<file path="src/rtl/ble_pkt_pkg.sv">
// Shared types and constants for the Bluefruit button-packet parser: '!' 'B' <id> <state> <checksum>.
package ble_pkt_pkg;

  typedef enum logic [2:0] {
    IDLE  = 3'd0,
    TYPE  = 3'd1,
    ID    = 3'd2,
    STATE = 3'd3,
    CSUM  = 3'd4
  } state_e;

  localparam logic [7:0] ASCII_BANG = 8'h21;
  localparam logic [7:0] ASCII_B    = 8'h42;
  localparam logic [7:0] ASCII_0    = 8'h30;
  localparam logic [7:0] ASCII_1    = 8'h31;
  localparam logic [7:0] ASCII_8    = 8'h38;

  localparam logic [3:0] BTN_UP    = 4'd5;
  localparam logic [3:0] BTN_DOWN  = 4'd6;
  localparam logic [3:0] BTN_LEFT  = 4'd7;
  localparam logic [3:0] BTN_RIGHT = 4'd8;

  // Button ids travel as ASCII '1'..'8'.
  function automatic logic is_btn_byte(input logic [7:0] b);
    return (b >= ASCII_1) && (b <= ASCII_8);
  endfunction

  function automatic logic [7:0] btn_mask(input logic [3:0] id);
    logic [7:0] m;
    m = 8'b1 << (id - 4'd1);
    return m;
  endfunction

endpackage

</file>
<file path="src/rtl/ble_button_parser.sv">
// Frames UART bytes into 5-byte button packets, emits checked press/release events and a held bitmap.
// Latency 1 cycle after the checksum byte; valid-only input, no backpressure; BLE_PKT_TIMEOUT_EN adds an inter-byte timeout.
module ble_button_parser
  import ble_pkt_pkg::*;
#(
  parameter int ERR_W          = 8,
  parameter int TIMEOUT_CYCLES = 65536
) (
  input  logic             clk_in,
  input  logic             rst_in,
  input  logic [7:0]       data_in,
  input  logic             valid_in,
  output logic             cmd_valid_out,
  output logic [3:0]       cmd_id_out,
  output logic             cmd_pressed_out,
  output logic [7:0]       cmd_byte_out,
  output logic [7:0]       held_out,
  output logic [ERR_W-1:0] err_count_out,
  output logic             busy_out
);

  state_e           state_q, state_d;
  logic [7:0]       sum_q, sum_d;
  logic [3:0]       id_q, id_d;
  logic             pressed_q, pressed_d;
  logic             cmd_valid_q, cmd_valid_d;
  logic [3:0]       cmd_id_q, cmd_id_d;
  logic             cmd_pressed_q, cmd_pressed_d;
  logic [7:0]       held_q, held_d;
  logic [ERR_W-1:0] err_q, err_d;
  logic             pkt_good;
  logic             pkt_err;

`ifdef BLE_PKT_TIMEOUT_EN
  localparam int CNT_W = (TIMEOUT_CYCLES > 1) ? $clog2(TIMEOUT_CYCLES) : 1;
  logic [CNT_W-1:0] cnt_q, cnt_d;
  logic             timeout_hit;

  // The counter only matters mid-packet; any byte restarts the idle window.
  always_comb begin
    timeout_hit = 1'b0;
    cnt_d       = '0;
    if (!valid_in && (state_q != IDLE)) begin
      if (cnt_q == CNT_W'(TIMEOUT_CYCLES - 1)) begin
        timeout_hit = 1'b1;
      end else begin
        cnt_d = cnt_q + CNT_W'(1);
      end
    end
  end
`else
  logic unused_timeout_param;
  assign unused_timeout_param = (TIMEOUT_CYCLES == 0);
`endif

  always_comb begin
    state_d       = state_q;
    sum_d         = sum_q;
    id_d          = id_q;
    pressed_d     = pressed_q;
    cmd_valid_d   = 1'b0;
    cmd_id_d      = cmd_id_q;
    cmd_pressed_d = cmd_pressed_q;
    held_d        = held_q;
    err_d         = err_q;
    pkt_good      = 1'b0;
    pkt_err       = 1'b0;

    if (valid_in) begin
      unique case (state_q)
        IDLE: begin
          if (data_in == ASCII_BANG) begin
            state_d = TYPE;
            sum_d   = data_in;
          end
        end
        TYPE: begin
          if (data_in == ASCII_B) begin
            state_d = ID;
            sum_d   = sum_q + data_in;
          end else if (data_in == ASCII_BANG) begin
            sum_d = data_in;
          end else begin
            state_d = IDLE;
            pkt_err = 1'b1;
          end
        end
        ID: begin
          if (is_btn_byte(data_in)) begin
            state_d = STATE;
            id_d    = data_in[3:0];
            sum_d   = sum_q + data_in;
          end else begin
            state_d = IDLE;
            pkt_err = 1'b1;
          end
        end
        STATE: begin
          if ((data_in == ASCII_0) || (data_in == ASCII_1)) begin
            state_d   = CSUM;
            pressed_d = data_in[0];
            sum_d     = sum_q + data_in;
          end else begin
            state_d = IDLE;
            pkt_err = 1'b1;
          end
        end
        CSUM: begin
          state_d = IDLE;
          if (data_in == ~sum_q) begin
            pkt_good = 1'b1;
          end else begin
            pkt_err = 1'b1;
          end
        end
        default: state_d = IDLE;
      endcase
    end
`ifdef BLE_PKT_TIMEOUT_EN
    else if (timeout_hit) begin
      state_d = IDLE;
      pkt_err = 1'b1;
    end
`endif

    if (pkt_good) begin
      cmd_valid_d   = 1'b1;
      cmd_id_d      = id_q;
      cmd_pressed_d = pressed_q;
      held_d        = (held_q & ~btn_mask(id_q)) | (pressed_q ? btn_mask(id_q) : 8'h00);
    end

    if (pkt_err && (err_q != {ERR_W{1'b1}})) begin
      err_d = err_q + ERR_W'(1);
    end
  end

  always_ff @(posedge clk_in) begin
    if (rst_in) begin
      state_q       <= IDLE;
      sum_q         <= '0;
      id_q          <= '0;
      pressed_q     <= 1'b0;
      cmd_valid_q   <= 1'b0;
      cmd_id_q      <= '0;
      cmd_pressed_q <= 1'b0;
      held_q        <= '0;
      err_q         <= '0;
`ifdef BLE_PKT_TIMEOUT_EN
      cnt_q         <= '0;
`endif
    end else begin
      state_q       <= state_d;
      sum_q         <= sum_d;
      id_q          <= id_d;
      pressed_q     <= pressed_d;
      cmd_valid_q   <= cmd_valid_d;
      cmd_id_q      <= cmd_id_d;
      cmd_pressed_q <= cmd_pressed_d;
      held_q        <= held_d;
      err_q         <= err_d;
`ifdef BLE_PKT_TIMEOUT_EN
      cnt_q         <= cnt_d;
`endif
    end
  end

  assign cmd_valid_out   = cmd_valid_q;
  assign cmd_id_out      = cmd_id_q;
  assign cmd_pressed_out = cmd_pressed_q;
  assign cmd_byte_out    = {cmd_pressed_q, 3'b000, cmd_id_q};
  assign held_out        = held_q;
  assign err_count_out   = err_q;
  assign busy_out        = (state_q != IDLE);

endmodule

</file>
<file path="config.mk">
export PLATFORM = sky130hd
export DESIGN_NAME = ble_button_parser
export DESIGN_NICKNAME = d
export VERILOG_FILES = /design/src/rtl/ble_pkt_pkg.sv /design/src/rtl/ble_button_parser.sv
export SDC_FILE = /design/constraint.sdc
export NUM_CORES = 1
export LEC_CHECK = 0
export ABC_AREA = 0
export CORE_MARGIN = 3
export CORE_UTILIZATION = 35
export CTS_BUF_LIST = sky130_fd_sc_hd__clkbuf_8
export CTS_CLUSTER_DIAMETER = 200
export DETAILED_ROUTE_END_ITERATION = 6
export HOLD_SLACK_MARGIN = 0.12
export MAX_ROUTING_LAYER = met4
export PLACE_DENSITY = 0.57
export RECOVER_POWER = 50
export SYNTH_ARGS = -nofsm -noshare
export SYNTH_HDL_FRONTEND = slang
export SYNTH_SLANG_ARGS = --single-unit
</file>
<file path="constraint.sdc">
create_clock -name clk_in -period 5.75 [get_ports clk_in]
set_clock_uncertainty 0.15 [all_clocks]
set_input_delay 0.575 -clock clk_in [delete_from_list [all_inputs] [get_ports clk_in]]
set_output_delay 0.575 -clock clk_in [all_outputs]
set_load 0.005 [all_outputs]
</file>
### Yosys cells after proc, flatten, opt, wreduce, memory -nomap -nowiden

Cells that the tools add are included.

| storage, ports and cells | value |
|---|---|
| bits in registers | 38 |
| input port bits | 11 |
| output and inout bits | 31 |

| cells by class | value |
|---|---|
| add/sub/neg operators | 3 |
| order comparisons | 2 |
| eq/ne operators | 14 |
| shift operators | 1 |
| mux-type cells | 23 |
| bitwise gates (word level) | 4 |
| reductions and logical operators | 10 |

Operators with widths:

| cell | count |
|---|---|
| two-way mux 8 bit | 5 |
| one-hot mux 8 bit (4 select lines) | 1 |
| equality test 8 x 6 -> 1 bit (second input constant) | 3 |
| inverter 8 bit | 2 |
| two-way mux 3 bit | 4 |
| one-hot mux 3 bit (4 select lines) | 1 |
| two-way mux 1 bit | 10 |
| AND reduction 3 bit | 3 |
| adder 8 x 1 -> 8 bit (second input constant) | 1 |
| adder 8 bit | 1 |
| AND 8 bit | 1 |
| equality test 8 x 7 -> 1 bit (second input constant) | 1 |
| equality test 8 bit | 1 |
| >= comparator 8 x 6 -> 1 bit (second input constant) | 1 |
| <= comparator 8 x 6 -> 1 bit (second input constant) | 1 |
| != test 8 bit (second input constant) | 1 |
| OR 8 bit | 1 |
| left shift 1 x 4 -> 8 bit (first input constant) | 1 |
| equality test 3 x 2 -> 1 bit (second input constant) | 2 |
| != test 2 bit (second input constant) | 3 |
| one-hot mux 1 bit (4 select lines) | 1 |
| AND reduction 4 bit | 1 |
| nonzero test 4 bit | 1 |
| subtractor 4 x 1 -> 4 bit (second input constant) | 1 |
| other kinds (8) | 9 |

### Depth between registers and ports, before layout

| depth | value |
|---|---|
| depth in word-level cells | 6 |
| mapped depth | 9 |

### Worst setup path before layout

No wires, ideal clock.

| timing | value |
|---|---|
| kind | input to register |
| from | in data_in[4] |
| to | reg with a tool-made name |
| data arrival time | 2.079 ns |
| slack | 3.393 ns |
| cell stages on the path | 8 |
| path buffers | 1 |
| cells stage by stage | ha_1 > and3_4 > nand4b_1 > buf_2 > nor3b_2 > nand3_1 > mux2i_1 > nor2_1 |

RTL lines:

| element | line | source |
|---|---|---|
| from (decl) | ble_button_parser.sv:11 | `input logic [7:0] data_in,` |

==> results.yml <==
timing:
  rsz0062_at_grt: "no"
  period_needed_ps: 3240
  tns_ps: 0
  maxSlewViolCount: 0
  tightestPinTransition_ps: 960
  slew-limit-headroom: 0.360
  hold_ws_ps: 302
  period_share: 0.563
  fmaxAchievable_mhz: 309
  report.final.setup_viol: 0
  hold_viol_final: 0
  final.setup.worst_slack_ps: 2510
power_and_ir_drop:
  pwr-share-comb: 0.072
  seqPwrFrac: 0.542
  ir_drop_mv: 0.111
  power_density_nw_per_um2: 181
  cellLeakagePower_nw: 1.17
  power.total_uw: 485
  p_sw_frac: 0.232
  p_clk_frac: 0.386
  p_int_uw: 373
  p_sw_uw: 113
clocking:
  h-tree-depth: 2
  cts_resized: 0
  clockBufferDepth: 2
  hold_buffers: 0
  cts_root_buf: "clkbuf_8"
  numCtsBuffers: 5
  post-cts-setup-buffers: 0
  path_clk_slew_ps: 70
  clk_latency_ps: 290
  cts_tree: "built"
  clock_sinks: 38
placed_design:
  dpl.hpwl_um: 3550
  place_ws_ps: 2270
  port_buffers: 38
  placed_cells_incl_taps: 360
  post_dp_cell_area_um2: 2600
  place_congestion: 0.875
job:
  max-cap-violations: 0
min_path:
  hold_class: "flop to flop"
  worstHoldPathCells: 2
logic_synthesis:
  synth-simple-area-share: 0.259
  ys_seq_area_frac: 0.339
  async_flop_share: 0
  synth_area_um2: 2240
  synthMuxAreaShare: 0.0670
  syn_inst: 263
  ys.flop_type: "dfxtp_1"
  synth_compound_area_frac: 0.170
  synth_edf_count: 0
  yosys_warnings: 0
  synth_cell_type_count: 58
  synth_fa_ha_area_frac: 0.0536
  ys_ff_latch: 38
  synth-xor-area-share: 0.0274
  synth_top_family_by_area: "simple AND/OR/NAND/NOR gates"
  syn_avg_cell_area_um2: 8.52
worst_setup_path:
  critical_path_class: "input pin to flop"
  cp-start-kind: "input pin"
  crit_start: "data_in[3]"
  path_max_fanout: 9
  crit_required_ps: 5770
  rr_startpoint: "sum_q[4]$_SDFFE_PP0P_"
  r2r_slack_ps: 3140
  rr_worst_depth: 7
  endpoint_kind: "flop"
  crit_arrival_ps: 3260
route:
  first_iter_violations: 39
  drc_errors: 0
  vias: 1894
  dr.pass1.iters: 4
  finalWirelength_um: 4840
  drtAntennaViolNets: 0
  via_per_inst: 5.15
  wire_per_inst_um: 13.1
final_layout:
  antenna_cells: 0
  drive_gt1_frac: 0.0614
  fin_nets: 312
  mostFrequentLayoutCell: "dfxtp_1"
  fin_area_um2: 2690
  post-route-util: 0.443
  area_growth_pct: 19.9
  ff_latch_area_um2: 761
  final_cell_mix: "dfxtp_1 (38), nor2_1 (31), dlygate4sd3_1 (30), nand2_1 (17), a21oi_1 (16)"
  multi_input_area_um2: 1300
  nFillCells: 611
  stdcell_count: 368
global_routing:
  grt_pass1_wl_um: 8390
  grt_pass1_vias: 1770
  grt_max_degree: 37
  antenna_found_initial: 0
  grt_use_total: 0.144
  grt_overflow: 0
die:
  fp.dieH_um: 86.0
  dieArea_um2: 7400
  num_rows: 28
  coreArea_um2: 6060
  initial_core_util: 0.370
  ioPinCount: 42
  dieWidth_um: 86.0
run_status:
  run_status: "finished, final reports clean"
-- cells in the mapped netlist (all sizes together), types with 2 or more instances --
| cell type | number | area, µm² |
|---|---|---|
| xnor2 | 4 | 35.0 |
| a31o | 3 | 26.3 |
| a221oi | 2 | 35.0 |
| and3 | 2 | 17.5 |
| or3 | 3 | 18.8 |
| and4bb | 2 | 25.0 |
| o21ai | 5 | 25.0 |
| nand4 | 5 | 31.3 |
| o31ai | 2 | 15.0 |
| or4 | 2 | 15.0 |
| xor2 | 3 | 26.3 |
| a22o | 4 | 35.0 |
| nand3 | 14 | 70.1 |
| mux2i | 15 | 150 |
| nor4 | 2 | 18.8 |
| nand3b | 2 | 15.0 |
| a31oi | 3 | 18.8 |
| nor3 | 7 | 40.0 |
| a211oi | 4 | 30.0 |
| a21oi | 17 | 88.8 |
| nor2 | 31 | 116 |
| inv | 15 | 56.3 |
| nor4bb | 3 | 30.0 |
| nor3b | 3 | 27.5 |
| buf | 13 | 85.1 |
| nand2b | 3 | 18.8 |
| nand2 | 17 | 63.8 |
| a21o | 6 | 45.0 |
| nor2b | 5 | 31.3 |
| clkbuf | 6 | 42.5 |
| ha | 8 | 100 |
| dfxtp | 38 | 761 |
-- final cells by class --
| type | instances | share of cell area |
|---|---|---|
| clock buffers | 6 | 0.0307 |
| multi-input cells | 193 | 0.483 |
| repair buffers | 39 | 0.144 |
| flip-flops and latches | 38 | 0.283 |
| inverters | 15 | 0.0209 |
| clock inverters | 2 | 0.00326 |
| well taps | 75 | 0.0349 |
-- critical path, cell delays in order --
cell	delay (ps)
dlygate4sd3_1	660
ha_1	400
and3_4	230
nand4b_1	490
nor3b_2	550
nand3_1	140
mux2i_1	160
nor2_1	50
-- power by group through the flow --
| stage | clock (mW) | sequential, mW | combinational [mW] |
|---|---|---|---|
| 6_report | 0.188 | 0.263 | 0.0347 |
| 3_5_place_dp | 0 | 0.269 | 0.0355 |
| 5_1_grt | 0.207 | 0.263 | 0.0386 |
| 2_1_floorplan | 0 | 0.269 | 0.0224 |
| 3_3_place_gp | 0 | 0.269 | 0.0352 |
| 4_1_cts | 0.197 | 0.263 | 0.0356 |
-- worst max-delay path by stage --
stage / slack [ps] / end
5_1_grt: 2350 / flop
4_1_cts: 2580 / flop
2_1_floorplan: 3390 / flop
6_report: 2510 / flop
3_3_place_gp: 2360 / flop
3_5_place_dp: 2270 / flop
-- cells by family after synthesis --
kind of cell,after synthesis
adder cells (fa/ha/maj),9
AND/OR/NAND/NOR,106
AO/OA/AOI/OAI,53
other,1
flip-flops,38
buffers and inverters,34
multiplexers,15
XOR/XNOR,7
-- per-layer routing --
layer  vias up  global-route usage  share of wire
li1        993                   -              -
met1       854               0.192           0.50
met2        39               0.212           0.44
met3         8              0.0317          0.038
met4         0              0.0532          0.020
met5         -                   -              0
Note: power is estimated with default switching activity, not from simulation.
